**src/rtl/spi_reg_ctrl_if.sv**
```systemverilog
// SPI pins and register-bus signals of spi_reg_ctrl, bundled for port connection.
// The slave modport is the controller's view; the master modport is the SPI host / register file side.
interface spi_reg_ctrl_if #(
   parameter int ADDR_SIZE = 8,
   parameter int DATA_SIZE = 8
);
   logic                 I_csb;
   logic                 I_sclk;
   logic                 I_sdi;
   logic                 O_sdo;
   logic                 O_sdo_oe;
   logic                 O_reg_enable;
   logic                 O_reg_wen;
   logic [ADDR_SIZE-1:0] O_reg_addr;
   logic [DATA_SIZE-1:0] O_reg_din;
   logic [DATA_SIZE-1:0] I_reg_dout;

   modport slave (
      input  I_csb, I_sclk, I_sdi, I_reg_dout,
      output O_sdo, O_sdo_oe, O_reg_enable, O_reg_wen, O_reg_addr, O_reg_din
   );

   modport master (
      output I_csb, I_sclk, I_sdi, I_reg_dout,
      input  O_sdo, O_sdo_oe, O_reg_enable, O_reg_wen, O_reg_addr, O_reg_din
   );
endinterface

```
**src/rtl/spi_reg_ctrl.sv**
```systemverilog
// SPI slave to register-bus bridge: 16-bit instruction, then 1..4 data bytes with auto-increment.
// Define SPI_STREAM_EN to make W=11 stream bytes until CSB rises; otherwise W=11 means 4 bytes.
module spi_reg_ctrl #(
   parameter int ADDR_SIZE = 8,
   parameter int DATA_SIZE = 8
) (
   input  logic          I_clk,
   input  logic          I_rst_n,
   spi_reg_ctrl_if.slave bus
);
   localparam int INSTR_BITS = 16;
   localparam int CNT_W      = $clog2(INSTR_BITS > DATA_SIZE ? INSTR_BITS : DATA_SIZE);
   localparam logic [CNT_W-1:0] INSTR_LAST = CNT_W'(INSTR_BITS - 1);
   localparam logic [CNT_W-1:0] BYTE_LAST  = CNT_W'(DATA_SIZE - 1);

   typedef enum logic [2:0] {
      IDLE,
      INSTR,
      WR_DATA,
      RD_DATA,
      WAIT_CSB
   } state_t;

   state_t state;

   logic csb_meta, csb_sync, csb_prev;
   logic sclk_meta, sclk_sync, sclk_prev;
   logic sdi_meta, sdi_sync;

   logic [INSTR_BITS-2:0] instr_sr;
   logic [DATA_SIZE-2:0]  data_sr;
   logic [DATA_SIZE-1:0]  tx_sr;
   logic [CNT_W-1:0]      bit_cnt;
   logic [1:0]            byte_cnt;
   logic [1:0]            w_field;
   logic [1:0]            rd_pipe;
   logic                  inc_pend;

   logic                  sdo;
   logic                  sdo_oe;
   logic                  reg_enable;
   logic                  reg_wen;
   logic [ADDR_SIZE-1:0]  reg_addr;
   logic [DATA_SIZE-1:0]  reg_din;

   logic                  csb_fall;
   logic                  sclk_rise;
   logic                  sclk_fall;
   logic                  byte_last;
   logic                  load_now;
   logic [INSTR_BITS-1:0] instr_word;
   logic [DATA_SIZE-1:0]  data_word;
   logic [DATA_SIZE-1:0]  tx_src;

   // NOTE: every flop in this file uses non-blocking assignments so that all
   // registers see pre-edge values; blocking here would collapse the synchronizer stages.
   always_ff @(posedge I_clk or negedge I_rst_n) begin
      if (!I_rst_n) begin
         csb_meta  <= 1'b0;
         csb_sync  <= 1'b0;
         csb_prev  <= 1'b0;
         sclk_meta <= 1'b0;
         sclk_sync <= 1'b0;
         sclk_prev <= 1'b0;
         sdi_meta  <= 1'b0;
         sdi_sync  <= 1'b0;
      end else begin
         csb_meta  <= bus.I_csb;
         csb_sync  <= csb_meta;
         csb_prev  <= csb_sync;
         sclk_meta <= bus.I_sclk;
         sclk_sync <= sclk_meta;
         sclk_prev <= sclk_sync;
         sdi_meta  <= bus.I_sdi;
         sdi_sync  <= sdi_meta;
      end
   end

   // Synchronizers clear to 0, so a CSB held low across reset release never looks like a fall.
   assign csb_fall  = csb_prev & ~csb_sync;
   assign sclk_rise = sclk_sync & ~sclk_prev;
   assign sclk_fall = ~sclk_sync & sclk_prev;

   assign instr_word = {instr_sr, sdi_sync};
   assign data_word  = {data_sr, sdi_sync};

   // A read byte load can coincide with the first falling edge at 4x SCLK; shift from the fresh data then.
   assign load_now = rd_pipe[1];
   assign tx_src   = load_now ? bus.I_reg_dout : tx_sr;

`ifdef SPI_STREAM_EN
   assign byte_last = (w_field != 2'b11) && (byte_cnt == w_field);
`else
   assign byte_last = (byte_cnt == w_field);
`endif

   always_ff @(posedge I_clk or negedge I_rst_n) begin
      if (!I_rst_n) begin
         state      <= IDLE;
         instr_sr   <= '0;
         data_sr    <= '0;
         tx_sr      <= '0;
         bit_cnt    <= '0;
         byte_cnt   <= '0;
         w_field    <= '0;
         rd_pipe    <= '0;
         inc_pend   <= 1'b0;
         sdo        <= 1'b0;
         sdo_oe     <= 1'b0;
         reg_enable <= 1'b0;
         reg_wen    <= 1'b0;
         reg_addr   <= '0;
         reg_din    <= '0;
      end else begin
         reg_wen <= 1'b0;
         rd_pipe <= {rd_pipe[0], 1'b0};

         // Address bumps one cycle after a write strobe or a read load; natural wrap at 2^ADDR_SIZE.
         if (inc_pend) begin
            reg_addr <= reg_addr + 1'b1;
            inc_pend <= 1'b0;
         end

         // Abort needs csb_sync high, so a CSB fall can only be seen later from IDLE and is never dropped.
         if (state != IDLE && csb_sync) begin
            state      <= IDLE;
            reg_enable <= 1'b0;
            sdo_oe     <= 1'b0;
            sdo        <= 1'b0;
            bit_cnt    <= '0;
            byte_cnt   <= '0;
            rd_pipe    <= '0;
            tx_sr      <= '0;
            data_sr    <= '0;
         end else begin
            case (state)
               IDLE: begin
                  if (csb_fall) begin
                     state    <= INSTR;
                     bit_cnt  <= '0;
                     byte_cnt <= '0;
                  end
               end

               INSTR: begin
                  if (sclk_rise) begin
                     instr_sr <= instr_word[INSTR_BITS-2:0];
                     if (bit_cnt == INSTR_LAST) begin
                        bit_cnt    <= '0;
                        reg_addr   <= ADDR_SIZE'(instr_word[12:0]);
                        w_field    <= instr_word[14:13];
                        reg_enable <= 1'b1;
                        if (instr_word[15]) begin
                           state   <= RD_DATA;
                           sdo_oe  <= 1'b1;
                           rd_pipe <= {rd_pipe[0], 1'b1};
                        end else begin
                           state <= WR_DATA;
                        end
                     end else begin
                        bit_cnt <= bit_cnt + 1'b1;
                     end
                  end
               end

               WR_DATA: begin
                  if (sclk_rise) begin
                     data_sr <= data_word[DATA_SIZE-2:0];
                     if (bit_cnt == BYTE_LAST) begin
                        bit_cnt  <= '0;
                        reg_din  <= data_word;
                        reg_wen  <= 1'b1;
                        inc_pend <= 1'b1;
                        byte_cnt <= byte_cnt + 2'd1;
                        if (byte_last) state <= WAIT_CSB;
                     end else begin
                        bit_cnt <= bit_cnt + 1'b1;
                     end
                  end
               end

               RD_DATA: begin
                  if (load_now) begin
                     tx_sr    <= bus.I_reg_dout;
                     inc_pend <= 1'b1;
                  end
                  if (sclk_fall) begin
                     sdo   <= tx_src[DATA_SIZE-1];
                     tx_sr <= {tx_src[DATA_SIZE-2:0], 1'b0};
                  end
                  if (sclk_rise) begin
                     if (bit_cnt == BYTE_LAST) begin
                        bit_cnt  <= '0;
                        byte_cnt <= byte_cnt + 2'd1;
                        if (byte_last) begin
                           state  <= WAIT_CSB;
                           sdo_oe <= 1'b0;
                           sdo    <= 1'b0;
                        end else begin
                           rd_pipe <= {rd_pipe[0], 1'b1};
                        end
                     end else begin
                        bit_cnt <= bit_cnt + 1'b1;
                     end
                  end
               end

               WAIT_CSB: begin
               end

               default: state <= IDLE;
            endcase
         end
      end
   end

   assign bus.O_sdo        = sdo;
   assign bus.O_sdo_oe     = sdo_oe;
   assign bus.O_reg_enable = reg_enable;
   assign bus.O_reg_wen    = reg_wen;
   assign bus.O_reg_addr   = reg_addr;
   assign bus.O_reg_din    = reg_din;
endmodule

```
**src/flat_wrapper.sv**
```systemverilog
// flat-port wrapper written by rule: the top's interface ports become plain ports
module spi_reg_ctrl_flat 
#(
   parameter int ADDR_SIZE = 8,
   parameter int DATA_SIZE = 8
)
  (I_clk, I_rst_n, bus_I_csb, bus_I_sclk, bus_I_sdi, bus_I_reg_dout, bus_O_sdo, bus_O_sdo_oe, bus_O_reg_enable, bus_O_reg_wen, bus_O_reg_addr, bus_O_reg_din);
  spi_reg_ctrl_if #(.ADDR_SIZE(ADDR_SIZE), .DATA_SIZE(DATA_SIZE)) bus_i ();
  input  logic I_clk;
  input  logic I_rst_n;
  input wire logic [$bits(bus_i.I_csb)-1:0] bus_I_csb;
  input wire logic [$bits(bus_i.I_sclk)-1:0] bus_I_sclk;
  input wire logic [$bits(bus_i.I_sdi)-1:0] bus_I_sdi;
  input wire logic [$bits(bus_i.I_reg_dout)-1:0] bus_I_reg_dout;
  output wire logic [$bits(bus_i.O_sdo)-1:0] bus_O_sdo;
  output wire logic [$bits(bus_i.O_sdo_oe)-1:0] bus_O_sdo_oe;
  output wire logic [$bits(bus_i.O_reg_enable)-1:0] bus_O_reg_enable;
  output wire logic [$bits(bus_i.O_reg_wen)-1:0] bus_O_reg_wen;
  output wire logic [$bits(bus_i.O_reg_addr)-1:0] bus_O_reg_addr;
  output wire logic [$bits(bus_i.O_reg_din)-1:0] bus_O_reg_din;
  assign bus_i.I_csb = bus_I_csb;
  assign bus_i.I_sclk = bus_I_sclk;
  assign bus_i.I_sdi = bus_I_sdi;
  assign bus_i.I_reg_dout = bus_I_reg_dout;
  assign bus_O_sdo = bus_i.O_sdo;
  assign bus_O_sdo_oe = bus_i.O_sdo_oe;
  assign bus_O_reg_enable = bus_i.O_reg_enable;
  assign bus_O_reg_wen = bus_i.O_reg_wen;
  assign bus_O_reg_addr = bus_i.O_reg_addr;
  assign bus_O_reg_din = bus_i.O_reg_din;
  spi_reg_ctrl #(.ADDR_SIZE(ADDR_SIZE), .DATA_SIZE(DATA_SIZE)) u_core (.I_clk(I_clk), .I_rst_n(I_rst_n), .bus(bus_i));
endmodule
```
**config.mk**
```make
export PLATFORM = sky130hd
export DESIGN_NAME = spi_reg_ctrl_flat
export DESIGN_NICKNAME = d
export VERILOG_FILES = /design/src/rtl/spi_reg_ctrl_if.sv /design/src/rtl/spi_reg_ctrl.sv /design/src/flat_wrapper.sv
export SDC_FILE = /design/constraint.sdc
export NUM_CORES = 1
export LEC_CHECK = 0
export ABC_AREA = 1
export CORE_MARGIN = 1
export CORE_UTILIZATION = 60
export CTS_CLUSTER_SIZE = 24
export DETAILED_ROUTE_END_ITERATION = 10
export PLACE_DENSITY_LB_ADDON = 0.05
export REMOVE_ABC_BUFFERS = 1
export SLEW_MARGIN = 10
export SYNTH_ARGS = -nofsm -noshare
export SYNTH_HDL_FRONTEND = slang
export SYNTH_SLANG_ARGS = --single-unit
```
**constraint.sdc**
```tcl
create_clock -name I_clk -period 3.77 [get_ports I_clk]
set_input_delay 0.9425 -clock I_clk [delete_from_list [all_inputs] [get_ports I_clk]]
set_output_delay 0.9425 -clock I_clk [all_outputs]
set_load 0.02 [all_outputs]
```
# Yosys cells after proc, flatten, opt, wreduce, memory -nomap -nowiden

Cells that the tools add are included.

Bits in registers: 72
Bits in latches: 0
Bits in writable memories: 0
Memory bits (read-only): 0
Bits of input ports: 13
Output and inout port bits: 20
Word-level logic and storage cells: 138
Memories kept: 0

Add/sub/neg operators: 3
Multipliers: 0
Divide/modulo/power cells: 0
Order comparisons: 0
Equality and inequality tests: 18
Shift operators: 0
Mux-type cells: 66
Bitwise gates (word level): 7
Reduce and logical (&&, ||, !) cells: 21

Operators by type and width:

| operator            | count |
|---|---|
| $mux 8              | 9 |
| $mux 1              | 30 |
| $ne 3x1->1 const B  | 10 |
| $mux 4              | 6 |
| $mux 3              | 7 |
| $mux 7              | 3 |
| $reduce_and 4->1    | 4 |
| $reduce_and 7->1    | 2 |
| $pmux 3 s4          | 1 |
| $pmux 4 s3          | 1 |
| $mux 2              | 5 |
| $reduce_bool 2->1   | 5 |
| $reduce_bool 3->1   | 3 |
| $add 8x1->8 const B | 1 |
| $eq 3x2->1 const B  | 2 |
| $pmux 1 s2          | 3 |
| $reduce_and 3->1    | 2 |
| $add 4x1->4 const B | 1 |
| $eq 4x3->1 const B  | 1 |
| $eq 4x4->1 const B  | 1 |
| $not 1->1           | 4 |
| $pmux 2 s2          | 1 |
| $reduce_bool 4->1   | 1 |
| $and 1x1->1         | 3 |
| other kinds (9)     | 9 |

# Longest topological paths before layout

Depth after elaboration: 8
Depth in mapped cells: 10
Depth with buffers taken out: 9

# Least setup slack after synthesis

No wires, ideal clock.

Kind: in2reg
From: input port bus_I_reg_dout[1]
To: register u_core.tx_sr[1]
Library setup time: 0.129 ns
Arrival time: 1.345 ns
Data required time: 3.641 ns
Slack: 2.296 ns
Stages: 4
Path buffers: 0
Cells stage by stage: o21ai_0 > a21oi_1 > o21ai_0 > o21ai_0

Cells in the longest elaborated chain, start to end: 4

Ends and longest elaborated chain:

| element              | RTL line            | RTL |
|---|---|---|
| from (decl)          | flat_wrapper.sv:14  | `input wire logic [$bits(bus_i.I_reg_dout)-1:0] bus_I_reg_dout;` |
| $mux 8               | spi_reg_ctrl.sv:183 | `if (load_now) begin` |
| $mux 8               | spi_reg_ctrl.sv:187 | `if (sclk_fall) begin` |
| $mux 8               | spi_reg_ctrl.sv:136 | `case (state)` |
| $mux 8               | spi_reg_ctrl.sv:125 | `if (state != IDLE && csb_sync) begin` |
| to (signal assigned) | spi_reg_ctrl.sv:184 | `tx_sr <= bus.I_reg_dout;` |
| to (signal assigned) | spi_reg_ctrl.sv:189 | `tx_sr <= {tx_src[DATA_SIZE-2:0], 1'b0};` |
| to (decl)            | spi_reg_ctrl.sv:32  | `logic [DATA_SIZE-1:0] tx_sr;` |

No other way between the ends. The select of a mux whose other input is x is not followed.
A chain may end at the register's enable or synchronous reset.

# Worst setup path in the final report

From: register u_core.reg_addr[5] (netlist: u_core.bus.O_reg_addr[5])
To: output port bus_O_reg_addr[5]

RTL lines:

| element                | RTL line            | RTL |
|---|---|---|
| from (decl)            | spi_reg_ctrl.sv:43  | `logic [ADDR_SIZE-1:0] reg_addr;` |
| from (signal assigned) | spi_reg_ctrl.sv:120 | `reg_addr <= reg_addr + 1'b1;` |
| from (signal assigned) | spi_reg_ctrl.sv:150 | `reg_addr <= ADDR_SIZE'(instr_word[12:0]);` |
| to (decl)              | flat_wrapper.sv:19  | `output wire logic [$bits(bus_i.O_reg_addr)-1:0] bus_O_reg_addr;` |

No word-level cell between the ends.

==> results.md <==
Outcome:
- The flow ran to the end, and the final reports show no timing, DRC or antenna violations.

Placed design:
- Summing all placed instances gives a cell area of 3760 µm².
- The placed cell count is 507.
- Input and output buffers added on the ports amount to 32.
- Once detailed placement completed, the half-perimeter wirelength came to 4670 µm.
- The global placement routability congestion is 0.866.

GRT:
- The first global-routing pass estimated 11800 µm of wire.
- Entering global routing, the biggest net connects 73 pins.
- The number of antenna violations at the first check in global routing is 0.
- The via count of the first global-routing pass came to 2637.
- Across every metal layer, demand over resource in global routing totals 0.257.
- For this run the aggregate overflow at the end of global routing stands at 0.

Die:
- The floorplan step set the die width to 77.1 µm.
- Measured along the y axis, the die boundary spans 77.1 µm.
- The starting density of the core is 0.643.
- The core region area is 5270 µm².
- The count of pins on the block boundary is 33.
- The floorplan has 26 rows.
- The die covers 5950 µm².

Pwr:
- The peak supply drop is 0.000316 V.
- The static leakage power is 1.97 nW.
- The design draws 1.83 mW.
- The cell area power density is 461 nW/µm².

Finish:
- The finished cells cover 3980 µm².
- The finished layout holds 522 standard cells, fillers aside.
- The number of antenna cells inserted is 0.
- The count of nets after finishing is 463.
- The area growth from synthesis to layout is 17.4%.
- In the final layout, the share of cells above drive strength 1 is 0.0929.

Drt:
- The number of remaining DRC errors is 0.
- Before antenna repair, the detailed router went through 4 iterations.
- After detailed routing, the average wire length per cell comes to 13.1 µm.
- After the first detailed-routing iteration, the DRC count stood at 213.
- Detailed routing inserted a total of 2720 vias.
- The via density per instance is 5.21.
- The remaining antenna violation count after routing is 0.
- The aggregate routed wire length is 6820 µm.

Clocking:
- The number of buffers added by the clock tree synthesis step is 9.
- The clock insertion delay at the later pin of the skew report is 350 ps.
- The post-CTS setup buffer count is 0.
- The count of H-tree levels built during CTS is 3.
- The clock passes through at most 2 buffers.
- The tree is rooted in a sky130_fd_sc_hd__clkbuf_8.
- For this design, the CTS-stage hold fixing added 0 buffers.
- Once the clock tree was built, the resizer swapped 0 gates to a different size.
- TritonCTS built the clock tree.
- The clock drives 72 sinks.
- Clock-pin slew was measured on the worst setup and hold paths at 80 ps.

Timing:
- The shortest clock period the worst path allows after layout is 2340 ps.
- The final setup violation count is 0.
- The max-slew violation count is 0.
- At the pin with the least slew margin, the transition time is 876 ps.
- The post-route clock period utilization is 0.620.
- Setup repair after global routing left no endpoint under its margin.
- The peak clock frequency supported by timing is 428 MHz.
- The setup TNS after final layout is 0 ps.
- The setup clock skew after layout is 11.4 ps.
- The total count of hold-check failures in the final report is 0.
- The normalized max-slew margin is 0.416.

Setup path:
- STA classifies the critical path startpoint as a flop.
- Along the worst path, the maximum fanout reaches 5.
- The startpoint of the lowest-slack register-to-register path is u_core.bit_cnt[0].
- The register-to-register setup slack is 2020 ps.
- On the worst path, the slowest cell contributes a delay of 630 ps.
- The arrival time at the worst endpoint is 1390 ps.
- The buffering stage count on the worst path with inverters included is 1.
- The worst setup path is captured at an output pin.
- The capturing point of the worst reg2reg path is u_core.state[1].
- Walking the worst path, the cells encountered are clkdlybuf4s50_1.
- The slowest library cell on the worst path is sky130_fd_sc_hd__clkdlybuf4s50_1.
- The cell class contributing the biggest share of worst-path delay is buffers and inverters.
- Data on the critical path is required at its endpoint by 2830 ps.
- The start-to-end type of the worst setup path is reg -> out.
- The depth of the worst register-to-register path is 6.

Synth:
- Synthesis handed over a netlist of 410 instances.
- Of all flip-flops after synthesis, the portion carrying an async set or reset was 1.00.
- Among all flip-flop cells after synthesis, the most frequent one is sky130_fd_sc_hd__dfrtp_1.
- The share of the Yosys chip area taken by registers is 0.532.
- The register bit count reported by yosys is 72.
- Yosys mapped the design onto 32 distinct sky130hd cell types.
- For this run, the number of Yosys warnings is 0.
- The synthesized netlist occupies a cell area of 3390 µm².
- A synthesized cell averages 8.26 µm².
- Yosys mapped a number of flops with a built-in enable equal to 0.

Min path:
- The path with the worst hold slack has its endpoint at u_core.sclk_sync.
- The worst hold path belongs to the class reg -> reg.
- The worst min-delay path startpoint is u_core.sclk_meta.
- The number of cells on the worst hold path is 0.

Flow run:
- Across the run, the number of max-cap violations was 0.
-- kinds of logic after synthesis --
kind of cell    Yosys count  synth area share
simple gates            206             0.276
xor+xnor                  5            0.0129
flops                    72             0.532
fa+ha+maj                 2           0.00739
buf+inv                  60            0.0731
compound gates           65            0.0990
-- cell usage in the layout, fill, tap and decap left out --
master                            count
sky130_fd_sc_hd__ha_1                 2
sky130_fd_sc_hd__or2_2                1
sky130_fd_sc_hd__buf_2                1
sky130_fd_sc_hd__a21oi_2              1
sky130_fd_sc_hd__nand3_4              2
sky130_fd_sc_hd__buf_4                1
sky130_fd_sc_hd__nand2_1            130
sky130_fd_sc_hd__nor2_1              19
sky130_fd_sc_hd__nand2_2              5
sky130_fd_sc_hd__bufinv_16            2
sky130_fd_sc_hd__o21ai_1             19
sky130_fd_sc_hd__nand4_1              3
sky130_fd_sc_hd__nand4_2              1
sky130_fd_sc_hd__o21ai_0             36
sky130_fd_sc_hd__o22ai_1              2
sky130_fd_sc_hd__nand2_4              1
sky130_fd_sc_hd__nor2_2               2
sky130_fd_sc_hd__xor2_1               3
sky130_fd_sc_hd__inv_4                2
sky130_fd_sc_hd__dfrtp_1             72
sky130_fd_sc_hd__inv_2                5
sky130_fd_sc_hd__o211ai_1             1
sky130_fd_sc_hd__nand3b_1             2
sky130_fd_sc_hd__nor2_4               5
sky130_fd_sc_hd__clkdlybuf4s50_1     31
sky130_fd_sc_hd__xnor2_1              2
sky130_fd_sc_hd__clkinv_4             1
sky130_fd_sc_hd__nor3_1               4
sky130_fd_sc_hd__nand3_1             31
sky130_fd_sc_hd__a21oi_1              5
sky130_fd_sc_hd__clkinvlp_4           1
sky130_fd_sc_hd__a31oi_1              1
sky130_fd_sc_hd__clkinv_1             1
sky130_fd_sc_hd__inv_1               46
sky130_fd_sc_hd__clkbuf_8            10
sky130_fd_sc_hd__clkinv_2             1
-- cell usage after synthesis (4+ instances only) --
master / count / share of area
sky130_fd_sc_hd__nand2_1: 130 / 0.14
sky130_fd_sc_hd__dfrtp_1: 72 / 0.53
sky130_fd_sc_hd__inv_1: 46 / 0.051
sky130_fd_sc_hd__o21ai_0: 36 / 0.053
sky130_fd_sc_hd__nand3_1: 31 / 0.046
sky130_fd_sc_hd__nor2_1: 19 / 0.021
sky130_fd_sc_hd__o21ai_1: 19 / 0.028
sky130_fd_sc_hd__a21oi_1: 5 / 0.0074
sky130_fd_sc_hd__inv_2: 5 / 0.0055
sky130_fd_sc_hd__nand2_2: 5 / 0.0092
sky130_fd_sc_hd__nor2_4: 5 / 0.017
sky130_fd_sc_hd__nor3_1: 4 / 0.0059
-- per-stage QoR --
stage	setup slack, ps	hold slack [ps]	utilization
final	1430	351	0.755
after global routing	1380	359	0.755
after CTS	1430	354	0.755
after detailed placement	1810	341	0.713
after global placement	1830	332	0.713
after floorplan	2300	331	-
-- flip-flops by register name (all words and copies together), names as in the netlist, 2 cells and up --
signal,flops
u_core.bus.O_reg_din,8
u_core.state,3
u_core.tx_sr,8
u_core.data_sr,7
u_core.rd_pipe,2
u_core.bit_cnt,4
u_core.instr_sr,15
u_core.bus.O_reg_addr,8
u_core.w_field,2
u_core.byte_cnt,2
-- area by class of cell --
| type | count | area (µm²) |
|---|---|---|
| Clock buffer | 10 | 138 |
| Inverter | 54 | 208 |
| Fill cell | 398 | 1290 |
| Clock inverter | 5 | 81.3 |
| Tap cell | 70 | 87.6 |
| Timing Repair Buffer | 33 | 323 |
| Multi-Input combinational cell | 278 | 1340 |
| Sequential cell | 72 | 1800 |
-- worst max-delay path by stage --
stage          cells after the start  slack [ps]                end                      from
2_1_floorplan                      4        2300    u_core.tx_sr[1]         bus_I_reg_dout[1]
3_3_place_gp                       5        1830    u_core.tx_sr[7]         bus_I_reg_dout[6]
3_5_place_dp                       1        1810  bus_O_reg_addr[0]  u_core.bus.O_reg_addr[0]
4_1_cts                            1        1430  bus_O_reg_addr[3]  u_core.bus.O_reg_addr[3]
5_1_grt                            1        1380  bus_O_reg_addr[3]  u_core.bus.O_reg_addr[3]
6_report                           1        1430  bus_O_reg_addr[5]  u_core.bus.O_reg_addr[5]
-- routing by layer --
| layer | wire length [µm] | global-route usage | part of all wire |
|---|---|---|---|
| met1 | 3230 | 0.343 | 0.47 |
| met2 | 3210 | 0.400 | 0.47 |
| met3 | 212 | 0.0417 | 0.031 |
| met4 | 170 | 0.147 | 0.025 |
| met5 | 0 | 0 | 0 |
-- where the power goes --
group | switching, mW | internal, mW | total (mW) | leakage (nW)
logic | 0.211 | 0.0957 | 0.307 | 0.882
registers | 0.0381 | 0.816 | 0.855 | 0.980
clock network | 0.286 | 0.387 | 0.673 | 0.108
total | 0.535 | 1.30 | 1.83 | 1.97
(Power assumes the default switching activity.)
